--- src/rtl/vga_pkg.sv ---
// vga_pkg: screen geometry and pixel record shared by the plot path
package vga_pkg;
  localparam int SCREEN_W = 160;
  localparam int SCREEN_H = 120;
  typedef struct packed {
    logic [7:0] x;
    logic [6:0] y;
    logic [2:0] colour;
  } pixel_t;
endpackage

--- src/rtl/pixel_fifo.sv ---
// pixel_fifo: DEPTH-entry pixel FIFO with occupancy count and synchronous flush
module pixel_fifo
  import vga_pkg::*;
#(
  parameter int DEPTH = 8
) (
  input  logic   clk,
  input  logic   rst,
  input  logic   push,
  input  logic   pop,
  input  logic   flush,
  input  pixel_t wr_data,
  output pixel_t rd_data,
  output logic   full,
  output logic   empty
);
  localparam int AW = $clog2(DEPTH);
  logic [AW-1:0] wr_ptr, rd_ptr;
  logic [AW:0] count;
  pixel_t mem [DEPTH];
  logic do_push, do_pop;
  assign full = count == (AW+1)'(DEPTH);
  assign empty = count == '0;
  assign do_push = push & !full & !flush;
  assign do_pop = pop & !empty & !flush;
  assign rd_data = mem[rd_ptr];
  always_ff @(posedge clk or posedge rst) begin
    if (rst) begin
      wr_ptr <= '0;
      rd_ptr <= '0;
      count <= '0;
    end else if (flush) begin
      wr_ptr <= '0;
      rd_ptr <= '0;
      count <= '0;
    end else begin
      wr_ptr <= wr_ptr + AW'(do_push);
      rd_ptr <= rd_ptr + AW'(do_pop);
      count <= count + (AW+1)'(do_push) - (AW+1)'(do_pop);
    end
  end
  always_ff @(posedge clk) begin
    if (do_push) mem[wr_ptr] <= wr_data;
  end
endmodule

--- src/rtl/vga_plot_queue.sv ---
// vga_plot_queue: clips plot requests, queues them and presents one pixel at a time to the VGA adapter
module vga_plot_queue
  import vga_pkg::*;
#(
  parameter int DEPTH = 8,
  parameter int X_MAX = SCREEN_W,
  parameter int Y_MAX = SCREEN_H
) (
  input  logic       clk,
  input  logic       rst,
  input  logic [7:0] in_x,
  input  logic [6:0] in_y,
  input  logic [2:0] in_colour,
  input  logic       in_plot,
  input  logic       clear,
  input  logic       out_ready,
  output logic       in_full,
  output logic       empty,
  output logic [7:0] vga_x,
  output logic [6:0] vga_y,
  output logic [2:0] vga_colour,
  output logic       vga_plot,
  output logic [7:0] drop_count
);
  logic in_range, push, drop, advance, fifo_empty;
  pixel_t head;
  assign in_range = (32'(in_x) < X_MAX) & (32'(in_y) < Y_MAX);
  assign push = in_plot & in_range & !in_full & !clear;
  assign drop = in_plot & !(in_range & !in_full);
  assign advance = !vga_plot | out_ready;
  assign empty = fifo_empty & !vga_plot;
  pixel_fifo #(.DEPTH(DEPTH)) u_fifo (
    .clk(clk),
    .rst(rst),
    .push(push),
    .pop(advance),
    .flush(clear),
    .wr_data({in_x, in_y, in_colour}),
    .rd_data(head),
    .full(in_full),
    .empty(fifo_empty)
  );
  always_ff @(posedge clk or posedge rst) begin
    if (rst) begin
      vga_x <= '0;
      vga_y <= '0;
      vga_colour <= '0;
      vga_plot <= 1'b0;
      drop_count <= '0;
    end else if (clear) begin
      vga_plot <= 1'b0;
      drop_count <= '0;
    end else begin
      if (advance) begin
        vga_plot <= !fifo_empty;
        if (!fifo_empty) {vga_x, vga_y, vga_colour} <= head;
      end
      if (drop && drop_count != 8'hFF) drop_count <= drop_count + 8'd1;
    end
  end
endmodule

--- config.mk ---
export PLATFORM = sky130hd
export DESIGN_NAME = vga_plot_queue
export DESIGN_NICKNAME = d
export VERILOG_FILES = /design/src/rtl/vga_pkg.sv /design/src/rtl/pixel_fifo.sv /design/src/rtl/vga_plot_queue.sv
export SDC_FILE = /design/constraint.sdc
export NUM_CORES = 1
export LEC_CHECK = 0
export BUFFER_PORTS_ARGS = -buffer_cell sky130_fd_sc_hd__buf_2
export CORE_UTILIZATION = 55
export CTS_CLUSTER_DIAMETER = 150
export DETAILED_ROUTE_END_ITERATION = 8
export PLACE_DENSITY = 0.74
export SYNTH_ARGS = -nofsm -noshare
export SYNTH_HDL_FRONTEND = slang
export SYNTH_SLANG_ARGS = --single-unit
--- constraint.sdc ---
create_clock -name clk -period 3.6 [get_ports clk]
set_clock_uncertainty 0.15 [all_clocks]
set_input_delay 0.54 -clock clk [delete_from_list [all_inputs] [get_ports clk]]
set_output_delay 0.54 -clock clk [all_outputs]
set_load 0.01 [all_outputs]
==> results of run 1 <==
power groups by stage:
stage | combinational [W] | sequential (W) | clock [W]
6_report | 0.00108 | 0.00255 | 0.00170
5_1_grt | 0.00120 | 0.00258 | 0.00180
4_1_cts | 0.00110 | 0.00256 | 0.00172
3_5_place_dp | 0.00109 | 0.00260 | 0
3_3_place_gp | 0.00107 | 0.00259 | 0
2_1_floorplan | 0.000778 | 0.00258 | 0
final cells by class:
class                           instances  area share
Tap cell                              172      0.0260
Multi-Input combinational cell        179       0.218
Sequential cell                       181       0.635
Clock buffer                           18      0.0519
Inverter                                9     0.00409
Timing Repair Buffer                   73      0.0509
Clock inverter                         14      0.0135
synthesized netlist by cell type, drive strengths merged, types with 5 or more instances:
library cell | instances | share of area
nand2b | 6 | 0.0053
inv | 9 | 0.0047
nor2b | 10 | 0.0088
buf | 10 | 0.0075
mux4 | 36 | 0.11
a21oi | 22 | 0.015
clkbuf | 6 | 0.0033
dfrtp | 37 | 0.13
nand2 | 5 | 0.0026
mux2i | 19 | 0.027
ha | 11 | 0.019
nor2 | 33 | 0.017
edfxtp | 144 | 0.60
layer usage:
layer  part of all wire  routed length (um)  up-vias  GRT usage
li1                   -                   -     1665          -
met1               0.41                5400     1843      0.277
met2               0.52                6780      120      0.359
met3              0.049                 647       18     0.0554
met4              0.020                 268        0     0.0966
met5                  0                   0        -          0
critical path, delay by kind of cell (launching register included):
| kind | cells | cell delay, ns |
|---|---|---|
| simple gates | 4 | 1.21 |
| buf+inv | 2 | 0.36 |
| flops | 1 | 0.32 |
| fa+ha+maj | 1 | 0.19 |
how the worst max path moves through the flow:
stage | startpoint | to | cells past startpoint
finish | u_fifo.count[2] | u_fifo.mem[2][10] | 7
global route | u_fifo.count[2] | u_fifo.mem[4][4] | 7
CTS | u_fifo.count[2] | u_fifo.mem[4][5] | 7
detailed placement | in_y[4] | u_fifo.mem[4][4] | 6
global placement | in_y[4] | u_fifo.mem[2][4] | 6
floorplan | in_y[4] | u_fifo.mem[1][0] | 4
flip-flops by register name, indices dropped and copies added, names as in the netlist:
register	flops
drop_count	8
u_fifo.count	4
u_fifo.mem	144
u_fifo.rd_ptr	3
u_fifo.wr_ptr	3
vga_colour	3
vga_plot	1
vga_x	8
vga_y	7
metrics by stage:
stage / total power [W] / instances
floorplan: 0.00336 / 385
global placement: 0.00366 / 614
detailed placement: 0.00369 / 614
CTS: 0.00538 / 646
global route: 0.00559 / 646
finish: 0.00533 / 646
kinds of logic (layout without fill, tap and decap cells):
family                   after synthesis  after routing
AO/OA/AOI/OAI                         29             29
XOR/XNOR                               4              4
adder cells (fa/ha/maj)               12             12
buffers and inverters                 25            114
flip-flops                           181            181
multiplexers                          58             58
AND/OR/NAND/NOR                       76             76
==> out/metrics.yaml, run 1 <==
routing:
  antenna_left: 0
  routed_via_density: 5.64
  routed_wl_um: 13100
  drc_errors: 0
  wl_per_cell_um: 20.3
  dr.pass1.iters: 4
  via_count: 3646
  first_iter_violations: 294
yosys:
  syn_area_per_cell_um2: 18.6
  yosysSeqAreaShare: 0.734
  synthXorXnorAreaFrac: 0.00490
  synthAdderAreaFrac: 0.0221
  ys_ff_latch: 181
  synth-compound-area-share: 0.0229
  muxShareOfSynthArea: 0.145
  synth_top_family_by_area: "multiplexers"
  synth_area_mm2: 0.00715
  synth_cells: 385
  yosys_warnings: 0
  synthSimpleGateAreaFrac: 0.0553
  synth_edf_count: 144
  synth_cell_type_count: 33
  ys.flop_type: "edfxtp_1"
  syn_nets: 420
  synth_async_sr_flop_share: 0.204
power_and_ir_drop:
  powerDensity_mw_per_mm2: 645
  intPower_w: 0.00391
  cellLeakagePower_nw: 2.88
  p_switching_w: 0.00142
  p_comb_frac: 0.203
  seqPwrFrac: 0.479
  p_clk_frac: 0.319
  swShare: 0.266
  ir_drop_uv: 373
critical_path:
  end_kind: "flip-flop"
  r2r_slack_ns: 1.03
  path_max_fanout: 18
  cp.arrival_ns: 2.52
  r2r_cells: 7
  slowest_delay_ns: 0.65
  cp_data_required_time_ns: 3.55
  cp-start-kind: "flip-flop"
  r2r_start: "u_fifo.count[2]"
  regToRegEndpoint: "u_fifo.mem[2][10]"
  worstSetupPathType: "reg2reg"
  crit_path_cell_trace: "inv_1, ha_1, nor3b_2, nor4_1, nand2b_1, nor2_1, buf_4"
  critPathSlowestCell: "nor4_1"
clock_network:
  clk_root_buffer_cell: "clkbuf_16"
  cts-resized-gates: 0
  htree_levels: 4
  insertion_delay_ns: 0.43
  clk_pin_slew_worst_paths_ns: 0.07
  clockBufferDepth: 2
  post_cts_buffers: 0
  cts.sinks: 181
  cts_tree: "built"
  cts_made_buffers: 17
  hold_buffers: 0
sta:
  rsz0062_at_grt: "false"
  setup_tns_ns: 0
  hold_slack_ns: 0.0808
  worst_pin_slew_ns: 0.754
  drv_slew: 0
  post-route-period-util: 0.713
  setup_violations: 0
  hold_violations: 0
  slew-limit-headroom: 0.497
  fmaxAchievable_ghz: 0.390
  min_period_ns: 2.57
  setup_slack_ns: 1.03
floorplan:
  ios: 52
  die-width_um: 116
  die-area_mm2: 0.0135
  core.rowCount: 41
  core_area_mm2: 0.0127
  initial_core_util: 0.564
  die_y_um: 116
layout:
  ff_latch_area_mm2: 0.00525
  fin_util: 0.652
  fill_cells: 844
  syn_to_final_growth_pct: 15.6
  drive_above_1_share: 0.306
  design_area_mm2: 0.00826
  multi_input_area_mm2: 0.00180
  diodes: 0
  most-common-layout-cells: "edfxtp_1 (144), buf_2 (51), mux4_2 (36), dfrtp_1 (36), nor2_1 (33)"
  nNetsFinal: 496
  final_common_cell: "edfxtp_1"
global_routing:
  grt_use_total: 0.218
  overflow: 0
  grt_pass1_vias: 3666
  grt_first_pass_wirelength_um: 20200
  antenna_found_initial: 0
  grt_max_degree: 38
flow_run:
  drv_cap: 0
place:
  place_area_mm2: 0.00772
  hpwlAfterDp_um: 7890
  pre_cts_ws_ns: 0.880
  gp_congestion: 0.751
  portBuffers: 51
min_path:
  hold_class: "in2async"
run_status:
  status: "complete, no violations"
No activity file was read; power rests on OpenSTA's default activity.
==> inputs of run 2 (changes only) <==
==> constraint.sdc (replaced) <==
create_clock -name clk -period 2.7 [get_ports clk]
set_clock_uncertainty 0.15 [all_clocks]
set_input_delay 0.405 -clock clk [delete_from_list [all_inputs] [get_ports clk]]
set_output_delay 0.405 -clock clk [all_outputs]
set_load 0.01 [all_outputs]
==> run 2 against run 1 <==
  * Clock power is 50% higher
  * Flip-flop and latch count stayed put
  * Maximum frequency is 6.3% higher
  * Combinational power is 42% higher
==> out/metrics.yaml, run 2 (same netlist as run 1, synthesis figures left out) <==
run_status:
  status: "complete, no violations"
critical_path:
  worstSetupPathType: "reg2reg"
  end_kind: "flip-flop"
  r2r_cells: 11
  slowest_delay_ns: 0.40
  critPathSlowestCell: "fa_1"
  cp_data_required_time_ns: 2.86
  r2r_start: "u_fifo.count[2]"
  cp.arrival_ns: 2.58
  cp-start-kind: "flip-flop"
  cpMostUsedCell: "ha_1"
  r2r_slack_ns: 0.28
  crit_path_cell_trace: "inv_1, ha_1, nor3b_1, buf_4, nor3b_4, ha_1, inv_1, ha_1, fa_1, xnor2_1, nor2_1"
  crit_family: "adder cells"
  regToRegEndpoint: "u_fifo.count[2]"
  crit_buf_inv: 3
  path_max_fanout: 3
floorplan:
  die-area_mm2: 0.0135
  die_y_um: 116
  core_area_mm2: 0.0127
  die-width_um: 116
  ios: 52
  core.rowCount: 41
  initial_core_util: 0.564
clock_network:
  cts-resized-gates: 0
  clk_pin_slew_worst_paths_ns: 0.06
  post_cts_buffers: 0
  cts_tree: "built"
  clockBufferDepth: 2
  clk_root_buffer_cell: "clkbuf_16"
  cts.sinks: 181
  htree_levels: 4
  insertion_delay_ns: 0.43
  cts_made_buffers: 17
  hold_buffers: 0
routing:
  drc_errors: 0
  antenna_left: 0
  dr.pass1.iters: 4
  first_iter_violations: 267
  routed_wl_um: 13300
  via_count: 3668
  wl_per_cell_um: 20.3
  routed_via_density: 5.62
min_path:
  hold_class: "in2async"
sta:
  setup_tns_ns: 0
  fmaxAchievable_ghz: 0.414
  slew-limit-headroom: 0.344
  worst_pin_slew_ns: 0.982
  hold_violations: 0
  min_period_ns: 2.42
  post-route-period-util: 0.894
  rsz0062_at_grt: "false"
  drv_slew: 0
  setup_violations: 0
place:
  placed_cells: 621
  portBuffers: 51
  hpwlAfterDp_um: 8390
  place_area_mm2: 0.00780
  gp_congestion: 0.804
flow_run:
  drv_cap: 0
layout:
  largest_reg_flops: 144
  final_common_cell: "edfxtp_1"
  design_area_mm2: 0.00842
  diodes: 0
  drive_above_1_share: 0.318
  fill_cells: 875
  nNetsFinal: 503
  fin_cells: 653
  syn_to_final_growth_pct: 17.8
  regMostFlops: "u_fifo.mem"
  most-common-layout-cells: "edfxtp_1 (144), buf_2 (51), mux4_2 (36), dfrtp_1 (36), nor2_1 (33)"
  reg.largest.list: "u_fifo.mem: 144 flops, drop_count: 8 flops, vga_x: 8 flops"
  fin_util: 0.664
global_routing:
  overflow: 0
  grt_first_pass_wirelength_um: 20600
  grt_use_total: 0.221
  grt_max_degree: 38
  antenna_found_initial: 0
  grt_pass1_vias: 3682
power_and_ir_drop:
  power_w: 0.00746
  cellLeakagePower_nw: 2.96
  ir_drop_uv: 697
  powerDensity_mw_per_mm2: 886
[run 2: cell count changes in the layout (fill, tap and decap cells not counted), sizes merged]
cell,before,now
buf,73,80
clkbuf,18,19
clkinvlp,3,2
clkinv,8,7
bufinv,1,4
inv,11,9
[run 2: final cells by class]
type / instances / area (um2) / area share
multi-input combinational: 179 / 1800 / 0.214
tap: 172 / 215 / 0.0256
sequential: 181 / 5250 / 0.624
clock buffer: 19 / 433 / 0.0514
clock inverter: 13 / 184 / 0.0218
inverter: 9 / 33.8 / 0.00401
timing repair buffer: 80 / 498 / 0.0592
[run 2: worst max-delay path by stage]
stage	endpoint	slack, ns	start	cells past startpoint
after floorplan	u_fifo.mem[7][0]	-0.07	u_fifo.count[2]	6
after global placement	u_fifo.mem[4][5]	0.32	in_y[4]	7
after detailed placement	u_fifo.count[2]	0.28	u_fifo.count[2]	11
after CTS	u_fifo.count[2]	0.27	u_fifo.count[2]	11
after global routing	u_fifo.count[2]	0.16	u_fifo.count[2]	11
final	u_fifo.count[2]	0.28	u_fifo.count[2]	11
[run 2: per-stage QoR]
stage / setup slack, ns / hold WS [ns]
floorplan: -0.0693 / 0.354
global placement: 0.320 / 0.353
detailed placement: 0.285 / 0.364
CTS: 0.265 / 0.0567
global route: 0.163 / 0.0842
finish: 0.285 / 0.0501
[run 2: routing by layer]
layer	wire length, um	global-route usage	part of all wire	up-vias
met5	0	0	0	-
li1	-	-	-	1679
met3	674	0.0554	0.051	16
met2	6880	0.360	0.52	101
met4	174	0.0726	0.013	0
met1	5540	0.295	0.42	1872
[run 2: report_power, final]
group / switching [W] / internal, W / leakage (nW)
sequential: 0.000161 / 0.00322 / 1.75
combinational: 0.000736 / 0.000790 / 0.916
clock: 0.00100 / 0.00155 / 0.295
==> inputs of run 3 (changes only) <==
--- a/config.mk
+++ b/config.mk
@@ -6,6 +6,7 @@
 export NUM_CORES = 1
 export LEC_CHECK = 0
 export BUFFER_PORTS_ARGS = -buffer_cell sky130_fd_sc_hd__buf_2
+export CORE_ASPECT_RATIO = 0.8
 export CORE_UTILIZATION = 55
 export CTS_CLUSTER_DIAMETER = 150
 export DETAILED_ROUTE_END_ITERATION = 8
==> run 3 against run 2 <==
  * Total power shrank 0.78%
  * Clock power hardly changed
  * Core utilization increased by 1.1 points
  * Critical path type unchanged
  * Critical endpoint unchanged
==> out/metrics.yaml, run 3 (same netlist as run 1, synthesis figures left out) <==
sta:
  setup_violations: 0
  post-route-period-util: 0.910
  worst_pin_slew_ns: 0.619
  drv_slew: 0
  rsz0062_at_grt: "false"
  setup_tns_ns: 0
  min_period_ns: 2.46
  hold_violations: 0
  fmaxAchievable_ghz: 0.407
  slew-limit-headroom: 0.585
clock_network:
  cts.sinks: 181
  clockBufferDepth: 2
  cts_made_buffers: 17
  clk_root_buffer_cell: "clkbuf_16"
  htree_levels: 4
  cts_tree: "built"
  post_cts_buffers: 0
  clk_pin_slew_worst_paths_ns: 0.07
  insertion_delay_ns: 0.43
critical_path:
  r2r_start: "u_fifo.count[2]"
  regToRegEndpoint: "u_fifo.count[2]"
  crit_path_cell_trace: "inv_1, ha_1, nor3b_1, buf_4, nor3b_4, ha_1, inv_1, ha_1, fa_1, xnor2_1, nor2_1"
  cpMostUsedCell: "ha_1"
  worstSetupPathType: "reg2reg"
  cp-start-kind: "flip-flop"
  crit_buf_inv: 3
  r2r_slack_ns: 0.24
  slowest_delay_ns: 0.39
  critPathSlowestCell: "fa_1"
  cp.arrival_ns: 2.62
  crit_family: "adder cells"
  r2r_cells: 11
  path_max_fanout: 3
  end_kind: "flip-flop"
  cp_data_required_time_ns: 2.86
global_routing:
  grt_use_total: 0.217
  overflow: 0
  grt_first_pass_wirelength_um: 20700
  antenna_found_initial: 0
  grt_max_degree: 38
  grt_pass1_vias: 3716
layout:
  syn_to_final_growth_pct: 17.5
  regMostFlops: "u_fifo.mem"
  largest_reg_flops: 144
  nNetsFinal: 500
  final_common_cell: "edfxtp_1"
  diodes: 0
  most-common-layout-cells: "edfxtp_1 (144), buf_2 (51), mux4_2 (36), dfrtp_1 (36), nor2_1 (33)"
  design_area_mm2: 0.00840
  reg.largest.list: "u_fifo.mem: 144 flops, drop_count: 8 flops, vga_x: 8 flops"
  fin_util: 0.675
  drive_above_1_share: 0.318
place:
  gp_congestion: 0.786
  place_area_mm2: 0.00777
  hpwlAfterDp_um: 7980
  portBuffers: 51
floorplan:
  core.rowCount: 36
  die-width_um: 129
  die-area_mm2: 0.0135
  ios: 52
  initial_core_util: 0.575
  die_y_um: 104
  core_area_mm2: 0.0124
routing:
  wl_per_cell_um: 20.1
  dr.pass1.iters: 5
  first_iter_violations: 338
  antenna_left: 0
  drc_errors: 0
  routed_wl_um: 13100
  routed_via_density: 5.70
  via_count: 3700
min_path:
  hold_start: "in_x[1]"
  min_delay_worst_endpoint: "u_fifo.mem[2][11]"
  hold_class: "in2reg"
  holdPathStages: 1
run_status:
  status: "complete, no violations"
power_and_ir_drop:
  powerDensity_mw_per_mm2: 881
  ir_drop_uv: 573
  cellLeakagePower_nw: 2.94
flow_run:
  drv_cap: 0
[run 3: area by class of cell]
cell class                 count  area [um2]
tap                          171         214
fill                         847        4040
multi-input combinational    179        1810
timing repair buffer          77         478
sequential                   181        5250
clock buffer                  19         433
inverter                       9        33.8
clock inverter                13         173
[run 3: what timing repair did]
| item | in CTS | in global routing |
|---|---|---|
| resized for setup | 0 | 2 |
| hold endpoints to repair | 37 | 0 |
| setup endpoints to repair | 0 | 17 |
| hold buffers | 1 | 0 |
[run 3: worst register-to-register path, delay by kind of cell, from the launching register on]
family	cells	cell delay (ns)
fa+ha+maj	4	1.06
flops	1	0.36
buf+inv	3	0.32
simple gates	3	0.30
xor+xnor	1	0.17
[run 3: per-stage QoR]
| step | hold slack [ns] | worst slack, ns | cells | total power, W |
|---|---|---|---|---|
| CTS | 0.0869 | 0.167 | 649 | 0.00748 |
| floorplan | 0.354 | -0.0693 | 385 | 0.00448 |
| finish | 0.0998 | 0.244 | 649 | 0.00740 |
| global route | 0.0938 | 0.0782 | 649 | 0.00777 |
| global placement | 0.354 | 0.275 | 616 | 0.00492 |
| detailed placement | 0.363 | 0.214 | 616 | 0.00496 |
[run 3: where the power goes]
group	leakage [nW]	switching, W	total [W]	internal [W]
combinational	0.900	0.000785	0.00155	0.000768
sequential	1.75	0.000108	0.00333	0.00322
clock	0.287	0.00104	0.00252	0.00147
total	2.94	0.00194	0.00740	0.00546
[run 3: routing by layer]
| layer | vias to the layer above | part of all wire | GRT usage |
|---|---|---|---|
| met5 | - | 0 | 0 |
| met4 | 0 | 0.0087 | 0.0756 |
| met3 | 9 | 0.058 | 0.0484 |
| met2 | 105 | 0.49 | 0.325 |
| met1 | 1916 | 0.45 | 0.317 |
| li1 | 1670 | - | - |
[run 3: worst max path at each step]
stage	startpoint	cells past startpoint	endpoint
3_3_place_gp	u_fifo.count[2]	11	u_fifo.count[2]
2_1_floorplan	u_fifo.count[2]	6	u_fifo.mem[7][0]
4_1_cts	u_fifo.count[2]	7	drop_count[0]
5_1_grt	u_fifo.count[2]	11	u_fifo.count[2]
6_report	u_fifo.count[2]	11	u_fifo.count[2]
3_5_place_dp	in_y[6]	7	u_fifo.mem[6][1]
